File: src/rtl/display_turn_ctrl.sv
// Display refresh scanner and two-player turn sequencer (placement, then alternating fire turns).
// Optional fire-turn timeout is built when macro FIRE_TIMEOUT_EN is defined.
module display_turn_ctrl #(
    parameter int unsigned REFRESH_DIV    = 100000,
    parameter int unsigned SHIPS          = 5,
    parameter int unsigned TIMEOUT_CYCLES = 1000000000
) (
    input  logic       clk,
    input  logic       reset,
    input  logic       start,
    input  logic       turn_done,
    input  logic       game_over,
    output logic [2:0] refreshcounter,
    output logic [7:0] anode,
    output logic       p1place,
    output logic       p2place,
    output logic       p1fire,
    output logic       p2fire,
    output logic [3:0] ships_left
);

    localparam int unsigned PW = $clog2(REFRESH_DIV);
    localparam int unsigned SW = 4;
    localparam int unsigned TW = 32;

    // Elaboration-time parameter sanity checks
    if (REFRESH_DIV < 2) begin : g_bad_div
        $error("REFRESH_DIV must be at least 2");
    end
    if (SHIPS < 1 || SHIPS > 15) begin : g_bad_ships
        $error("SHIPS must be in 1..15");
    end
    if (TIMEOUT_CYCLES < 2) begin : g_bad_tmo
        $error("TIMEOUT_CYCLES must be at least 2");
    end

    typedef enum logic [2:0] {
        IDLE     = 3'd0,
        P1_PLACE = 3'd1,
        P2_PLACE = 3'd2,
        P1_FIRE  = 3'd3,
        P2_FIRE  = 3'd4
    } state_t;

    state_t        state;
    state_t        state_next;
    logic [SW-1:0] ships_next;
    logic          p1place_next;
    logic          p2place_next;
    logic          p1fire_next;
    logic          p2fire_next;

    logic [PW-1:0] presc;
    logic          presc_wrap;
    logic          turn_done_q;
    logic          turn_edge;
    logic          timeout_hit;

    assign presc_wrap = (presc == PW'(REFRESH_DIV - 1));
    assign turn_edge  = turn_done & ~turn_done_q;

    // Digit scan: prescaler, digit index and one-cold anode
    always_ff @(posedge clk or posedge reset) begin
        if (reset) begin
            presc          <= '0;
            refreshcounter <= 3'd0;
            anode          <= 8'b1111_1110;
        end else if (presc_wrap) begin
            presc          <= '0;
            refreshcounter <= refreshcounter + 3'd1;
            anode          <= ~(8'd1 << (refreshcounter + 3'd1));
        end else begin
            presc <= presc + PW'(1);
        end
    end

`ifdef FIRE_TIMEOUT_EN
    logic [TW-1:0] tmo_cnt;

    // Fire-turn cycle counter, restarted on every state change or confirm edge
    always_ff @(posedge clk or posedge reset) begin
        if (reset) begin
            tmo_cnt <= '0;
        end else if (state_next != state || turn_edge) begin
            tmo_cnt <= '0;
        end else if (state == P1_FIRE || state == P2_FIRE) begin
            tmo_cnt <= tmo_cnt + TW'(1);
        end
    end

    assign timeout_hit = (tmo_cnt == TW'(TIMEOUT_CYCLES - 1));
`else
    assign timeout_hit = 1'b0;
`endif

    // State register; flags and ship count are registered alongside it
    always_ff @(posedge clk or posedge reset) begin
        if (reset) begin
            state       <= IDLE;
            turn_done_q <= 1'b0;
            ships_left  <= '0;
            p1place     <= 1'b0;
            p2place     <= 1'b0;
            p1fire      <= 1'b0;
            p2fire      <= 1'b0;
        end else begin
            state       <= state_next;
            turn_done_q <= turn_done;
            ships_left  <= ships_next;
            p1place     <= p1place_next;
            p2place     <= p2place_next;
            p1fire      <= p1fire_next;
            p2fire      <= p2fire_next;
        end
    end

    // Next-state and ship-count logic; game_over outranks a turn pass
    always_comb begin
        state_next = state;
        ships_next = ships_left;
        unique case (state)
            IDLE: begin
                if (start) begin
                    state_next = P1_PLACE;
                    ships_next = SW'(SHIPS);
                end
            end
            P1_PLACE: begin
                if (turn_edge) begin
                    if (ships_left == SW'(1)) begin
                        state_next = P2_PLACE;
                        ships_next = SW'(SHIPS);
                    end else begin
                        ships_next = ships_left - SW'(1);
                    end
                end
            end
            P2_PLACE: begin
                if (turn_edge) begin
                    if (ships_left == SW'(1)) begin
                        state_next = P1_FIRE;
                        ships_next = '0;
                    end else begin
                        ships_next = ships_left - SW'(1);
                    end
                end
            end
            P1_FIRE: begin
                ships_next = '0;
                if (game_over) begin
                    state_next = IDLE;
                end else if (turn_edge || timeout_hit) begin
                    state_next = P2_FIRE;
                end
            end
            P2_FIRE: begin
                ships_next = '0;
                if (game_over) begin
                    state_next = IDLE;
                end else if (turn_edge || timeout_hit) begin
                    state_next = P1_FIRE;
                end
            end
            default: begin
                state_next = IDLE;
                ships_next = '0;
            end
        endcase
    end

    // Phase flag decode of the upcoming state
    always_comb begin
        p1place_next = 1'b0;
        p2place_next = 1'b0;
        p1fire_next  = 1'b0;
        p2fire_next  = 1'b0;
        unique case (state_next)
            P1_PLACE: p1place_next = 1'b1;
            P2_PLACE: p2place_next = 1'b1;
            P1_FIRE:  p1fire_next  = 1'b1;
            P2_FIRE:  p2fire_next  = 1'b1;
            default:  ;
        endcase
    end

endmodule
File: config.mk
export PLATFORM = sky130hd
export DESIGN_NAME = display_turn_ctrl
export DESIGN_NICKNAME = d
export VERILOG_FILES = /design/src/rtl/display_turn_ctrl.sv
export SDC_FILE = /design/constraint.sdc
export NUM_CORES = 1
export LEC_CHECK = 0
export ABC_AREA = 1
export CAP_MARGIN = 25
export CORE_MARGIN = 2
export CORE_UTILIZATION = 40
export DETAILED_ROUTE_END_ITERATION = 16
export PLACE_DENSITY = 0.62
export SYNTH_ARGS = -nofsm -noshare
export SYNTH_HDL_FRONTEND = slang
export SYNTH_SLANG_ARGS = --single-unit
File: constraint.sdc
create_clock -name clk -period 2.7 [get_ports clk]
set_input_delay 0.405 -clock clk [delete_from_list [all_inputs] [get_ports clk]]
set_output_delay 0.405 -clock clk [all_outputs]
set_load 0.005 [all_outputs]
==> flow_summary.json, run 1 <==
{
  "tns_ps": 0,
  "cp_num_buf_inv": 1,
  "grt_overflow": 0,
  "ant_nets": 0,
  "hpwl_mm": 3.21,
  "cts.sinks": 40,
  "avgRoutedWirePerCell_microns": 10.9,
  "crit_type": "flop to primary output",
  "status": "complete, no violations",
  "drv_slew": 0,
  "synth_warnings": 0,
  "r2r_cells": 9,
  "fin_crit_ps": 1720,
  "crit_chain": "clkdlybuf4s50_1",
  "insertion_delay_ps": 290,
  "grt_pass1_vias": 1768,
  "synth.area.top_cells": "dfrtp_1 37%, nand2_1 13%, dfstp_2 8.2%",
  "instances_no_fill": 391,
  "seqPwrFrac_pct": 45.5,
  "yosysSeqAreaShare_pct": 45.2,
  "m1WireLength_mm": 2.06,
  "top_layer_used": "met4",
  "synth_cell_types": 28,
  "comb_power_share_pct": 28.6,
  "whs_path_depth": 2,
  "leakage_nw": 1.32,
  "hold_viol_final": 0,
  "antenna_found_initial": 0,
  "die-width_microns": 78.7,
  "wl_met3_microns": 129,
  "hold_slack_ps": 465,
  "max_freq_mhz": 582,
  "final_area_sq_mm": 0.00264,
  "maxSlewHeadroom_pct": 57.7,
  "crit_fanout": 2,
  "drv_cap": 0,
  "place_inst": 383,
  "synthTopCellsByCount": "75 x nand2_1, 47 x inv_1, 42 x nor2_1",
  "numPortBuffers": 23,
  "end_kind": "primary output",
  "holdCritStartpoint": "anode[4]",
  "synth.largest_area_cell": "dfrtp_1",
  "htreeDepth": 2,
  "ys_async_sr_fraction_pct": 100,
  "tightest_slew_ps": 632,
  "r2r-start": "presc[0]",
  "via_per_inst": 4.70,
  "cts_inserted_buffers": 5,
  "gp_routability_congestion": 0.874,
  "fin_skew_ps": 4.63,
  "dr_wl_met2_mm": 1.99,
  "diodes": 0,
  "synth_edf_count": 0,
  "grt_util_all_layers_pct": 15.8,
  "post_cts_buffers": 0,
  "cp_slowest_cell": "dfstp_2",
  "filler_cell_count": 554,
  "finalWorstSetupSlack_ps": 981,
  "cp-start-kind": "flop",
  "arrival_ps": 1310,
  "drive_above_1_share_pct": 9.72,
  "p_int_mw": 1.05,
  "grt_first_pass_wirelength_mm": 7.73,
  "synth.most_common_cell": "nand2_1",
  "swShare_pct": 32.7,
  "cts_max_path_buffers": 2,
  "path_delay_family": "flip-flops",
  "preCtsSetupSlack_ps": 957,
  "min_to": "anode[4]",
  "nNetsFinal": 331,
  "grt_max_degree": 41,
  "switchingPower_uw": 512,
  "path_clk_slew_ps": 70,
  "rsz0062_at_grt": "no",
  "cts_tree": "yes",
  "drc_errors": 0,
  "ir_worst_vdd_uv": 425,
  "syn_nets": 301,
  "finalSetupViolCount": 0,
  "die_area_sq_mm": 0.00620,
  "rr_endpoint": "refreshcounter[2]",
  "syn_avg_cell_area_sq_um": 7.75,
  "hold_class": "flop to flop",
  "first_pass_iters": 4,
  "crit_path_max_incr_delay_ps": 530,
  "synth-seq-cells": 40,
  "die_y_microns": 78.7,
  "row_count": 27,
  "io_pins": 24,
  "clkPwrFrac_pct": 25.9,
  "finalCritPeriodShare_pct": 63.7,
  "core_area_sq_mm": 0.00544,
  "drt_iter0_drc": 94,
  "holdBufCountCts": 0,
  "finalWirelength_mm": 4.27,
  "routed-via-count": 1837,
  "ys.flop_type": "dfrtp_1",
  "syn_to_final_growth_pct": 18.2,
  "power.density_mw_per_mm2": 593,
  "cp.required_ps": 2300,
  "netlist_area_sq_mm": 0.00223,
  "r2r_slack_ps": 1040,
  "cts_resized": 0,
  "place_area_sq_mm": 0.00255,
  "cts-root-buf": "clkbuf_8",
  "netlist_instances": 288,
  "synth_top_area_share_pct": 37.0,
  "start_util_pct": 41.1
}
## registers in the layout (all words and copies together), names as in the netlist
register,flops
turn_done_q,1
ships_left,4
p2fire,1
p2place,1
presc,17
state,3
p1place,1
anode,8
p1fire,1
refreshcounter,3
## placed cells by master, fill, tap and decap left out
cell / count
nand2_1: 75
inv_1: 47
nor2_1: 42
dfrtp_1: 33
clkdlybuf4s50_1: 23
nand3_1: 21
nand4_1: 12
ha_1: 8
o21ai_0: 7
xor2_1: 7
dfstp_2: 7
clkbuf_8: 6
nand3_2: 3
nor2_4: 3
o21ai_2: 3
a21oi_1: 2
a211oi_1: 2
nor2_2: 2
o21bai_1: 2
nor3_1: 2
clkbuf_1: 2
nand4_2: 1
nand2_2: 1
inv_2: 1
nand2_4: 1
or2_2: 1
clkinv_1: 1
nor3b_1: 1
a21oi_2: 1
nand3b_1: 1
buf_4: 1
## per-stage QoR
stage	util, %	total power [mW]
after floorplan	-	1.01
after global placement	46.9	1.17
after detailed placement	46.9	1.17
after CTS	48.5	1.59
after global routing	48.5	1.70
final	48.5	1.56
## cells by family after synthesis
kind of cell               synth area share [%]
adders and majority gates                  4.48
DFF                                        45.2
and+or+nand+nor                            33.9
xor gates and xnor gates                   2.75
AOI/OAI and AO/OA                          4.93
buffers and inverters                      8.74
## power groups by stage
stage          Combinational (mW)  Sequential (mW)  Clock, mW
2_1_floorplan               0.296            0.714          0
6_report                    0.447            0.712      0.406
4_1_cts                     0.452            0.713      0.424
3_5_place_dp                0.448            0.724          0
3_3_place_gp                0.446            0.724          0
5_1_grt                     0.522            0.723      0.453
## how the worst max path moves through the flow
stage / startpoint / endpoint / slack [ps] / depth (start not counted)
final: anode[3] / anode[3] / 980 / 1
after global routing: presc[0] / refreshcounter[2] / 920 / 9
after CTS: anode[3] / anode[3] / 970 / 1
after detailed placement: turn_done / p1fire / 960 / 8
after global placement: turn_done / p1fire / 1020 / 8
after floorplan: presc[0] / presc[10] / 1340 / 8
## metal layers
layer / vias up / global-route usage, %
met1: 842 / 19.8
met2: 29 / 26.5
met4: 0 / 5.79
met3: 8 / 3.75
met5: - / 0
li1: 958 / -
## cell type report
type                       count  area [sq um]  share of cell area [%]
clock buffer                   8          90.1                    3.41
inverter                      49           184                    6.97
multi-input combinational    198          1030                    39.0
sequential                    40          1010                    38.2
tap                           72          90.1                    3.41
timing repair buffer          24           238                    9.00
Power figures use the tool's default switching activity.
==> run 2, diff against run 1 <==
clock period = 1.64 ns   (was 2.7 ns; I/O delays follow)
==> run 2 against run 1 <==
First-iteration DRC count fell by 19%. Critical path depth did not move. Utilization rose by 1.7 points. Worst hold slack got worse by 140 ps. Clock skew rose by 2.4 ps. Largest cell class unchanged. Critical path type unchanged. Largest power group unchanged. Critical endpoint is now anode[5]. Flip-flop and latch count did not move.
==> flow_summary.json, run 2 (same netlist as run 1, synthesis figures left out) <==
{
  "cts.sinks": 40,
  "hold_class": "input port to async pin",
  "start_util_pct": 41.1,
  "row_count": 27,
  "ir_worst_vdd_uv": 727,
  "finalCritPeriodShare_pct": 95.4,
  "max_freq_mhz": 639,
  "first_pass_iters": 4,
  "die_y_microns": 78.7,
  "cp.required_ps": 1390,
  "syn_to_final_growth_pct": 22.3,
  "routed-via-count": 1860,
  "finalWirelength_mm": 4.41,
  "die_area_sq_mm": 0.00620,
  "via_per_inst": 4.69,
  "drv_cap": 0,
  "ant_nets": 0,
  "path_delay_family": "flip-flops",
  "grt_max_degree": 41,
  "status": "complete, no violations",
  "fin_crit_ps": 1570,
  "nNetsFinal": 337,
  "power.density_mw_per_mm2": 997,
  "top_register": "presc",
  "core_area_sq_mm": 0.00544,
  "insertion_delay_ps": 290,
  "grt_util_all_layers_pct": 15.9,
  "arrival_ps": 1320,
  "gp_routability_congestion": 0.852,
  "io_pins": 24,
  "antenna_found_initial": 0,
  "crit_type": "flop to primary output",
  "grt_first_pass_wirelength_mm": 7.87,
  "top_usage_layer": "met2",
  "cp_slowest_cell": "dfstp_2",
  "gr-usage-met2_pct": 26.8,
  "end_kind": "primary output",
  "grt_pass1_vias": 1817,
  "diodes": 0,
  "mostFrequentLayoutCell": "nand2_1",
  "drv_slew": 0,
  "path_clk_slew_ps": 80,
  "numPortBuffers": 23,
  "largest_reg_flops": 17,
  "most-common-layout-cells": "75 x nand2_1, 47 x inv_1, 42 x nor2_1",
  "crit_chain": "clkdlybuf4s50_1",
  "cp-start-kind": "flop",
  "cp_num_buf_inv": 1,
  "post_cts_buffers": 0,
  "grt_use_met3_pct": 3.64,
  "finalSetupViolCount": 0,
  "crit_path_max_incr_delay_ps": 540,
  "tns_ps": 0,
  "leakage_nw": 1.34,
  "cts_tree": "yes",
  "grt_overflow": 0,
  "htreeDepth": 2,
  "drt_iter0_drc": 76,
  "drive_above_1_share_pct": 12.3,
  "grt_use_met1_pct": 20.3,
  "tightest_slew_ps": 269,
  "hold_slack_ps": 321,
  "avgRoutedWirePerCell_microns": 11.1,
  "hold_viol_final": 0,
  "rsz0062_at_grt": "no",
  "maxSlewHeadroom_pct": 81.9,
  "hpwl_mm": 3.37,
  "top_regs": "presc (17), anode (8), ships_left (4)",
  "cts-root-buf": "clkbuf_8",
  "fin_skew_ps": 6.99,
  "drc_errors": 0,
  "die-width_microns": 78.7,
  "crit_fanout": 2,
  "cts_inserted_buffers": 5,
  "cts_max_path_buffers": 2
}
## run 2: routing by layer
layer | vias up | wire length (microns)
met2 | 28 | 2100
li1 | 973 | -
met3 | 7 | 155
met1 | 852 | 2120
met5 | - | 0
met4 | 0 | 34
## run 2: layout make-up
class	instances	area (sq um)
fillers	546	2710
well taps	72	90.1
clock inverters	3	42.5
flip-flops and latches	40	1010
repair buffers	30	295
clock buffers	5	68.8
inverters	49	188
multi-input cells	198	1040
## run 2: final timing paths
| check | depth (start not counted) | to | from | slack [ps] |
|---|---|---|---|---|
| min in group clk | 1 | turn_done_q | turn_done | 440 |
| setup / recovery | 1 | anode[5] | anode[5] | 70 |
| setup reg to reg | 9 | presc[16] | presc[0] | 110 |
| max in group asynchronous | 3 | anode[3] | reset | 1060 |
| hold / removal | 3 | ships_left[1] | reset | 320 |
| hold reg to reg | 1 | presc[0] | presc[0] | 460 |
## run 2: through the flow
stage,total power [mW],cells,area [sq um],setup slack [ps],util [%]
3_5_place_dp,1.95,389,2610,72.9,47.9
5_1_grt,2.93,397,2730,6.45,50.2
2_1_floorplan,1.66,288,2230,277,-
3_3_place_gp,1.93,389,2610,114,47.9
4_1_cts,2.77,397,2720,51.4,50.0
6_report,2.72,397,2730,74.8,50.2
## run 2: where the power goes
group | total, mW | internal, mW | switching [mW]
registers | 1.18 | 1.07 | 0.101
clock network | 0.797 | 0.450 | 0.347
logic | 0.751 | 0.319 | 0.432
## run 2: what timing repair did
item                                    4_1_cts  5_1_grt
endpoints found under the setup margin        0        1
hold endpoints to repair                      0        0
hold buffers                                  0        0
resized for setup                             0        2
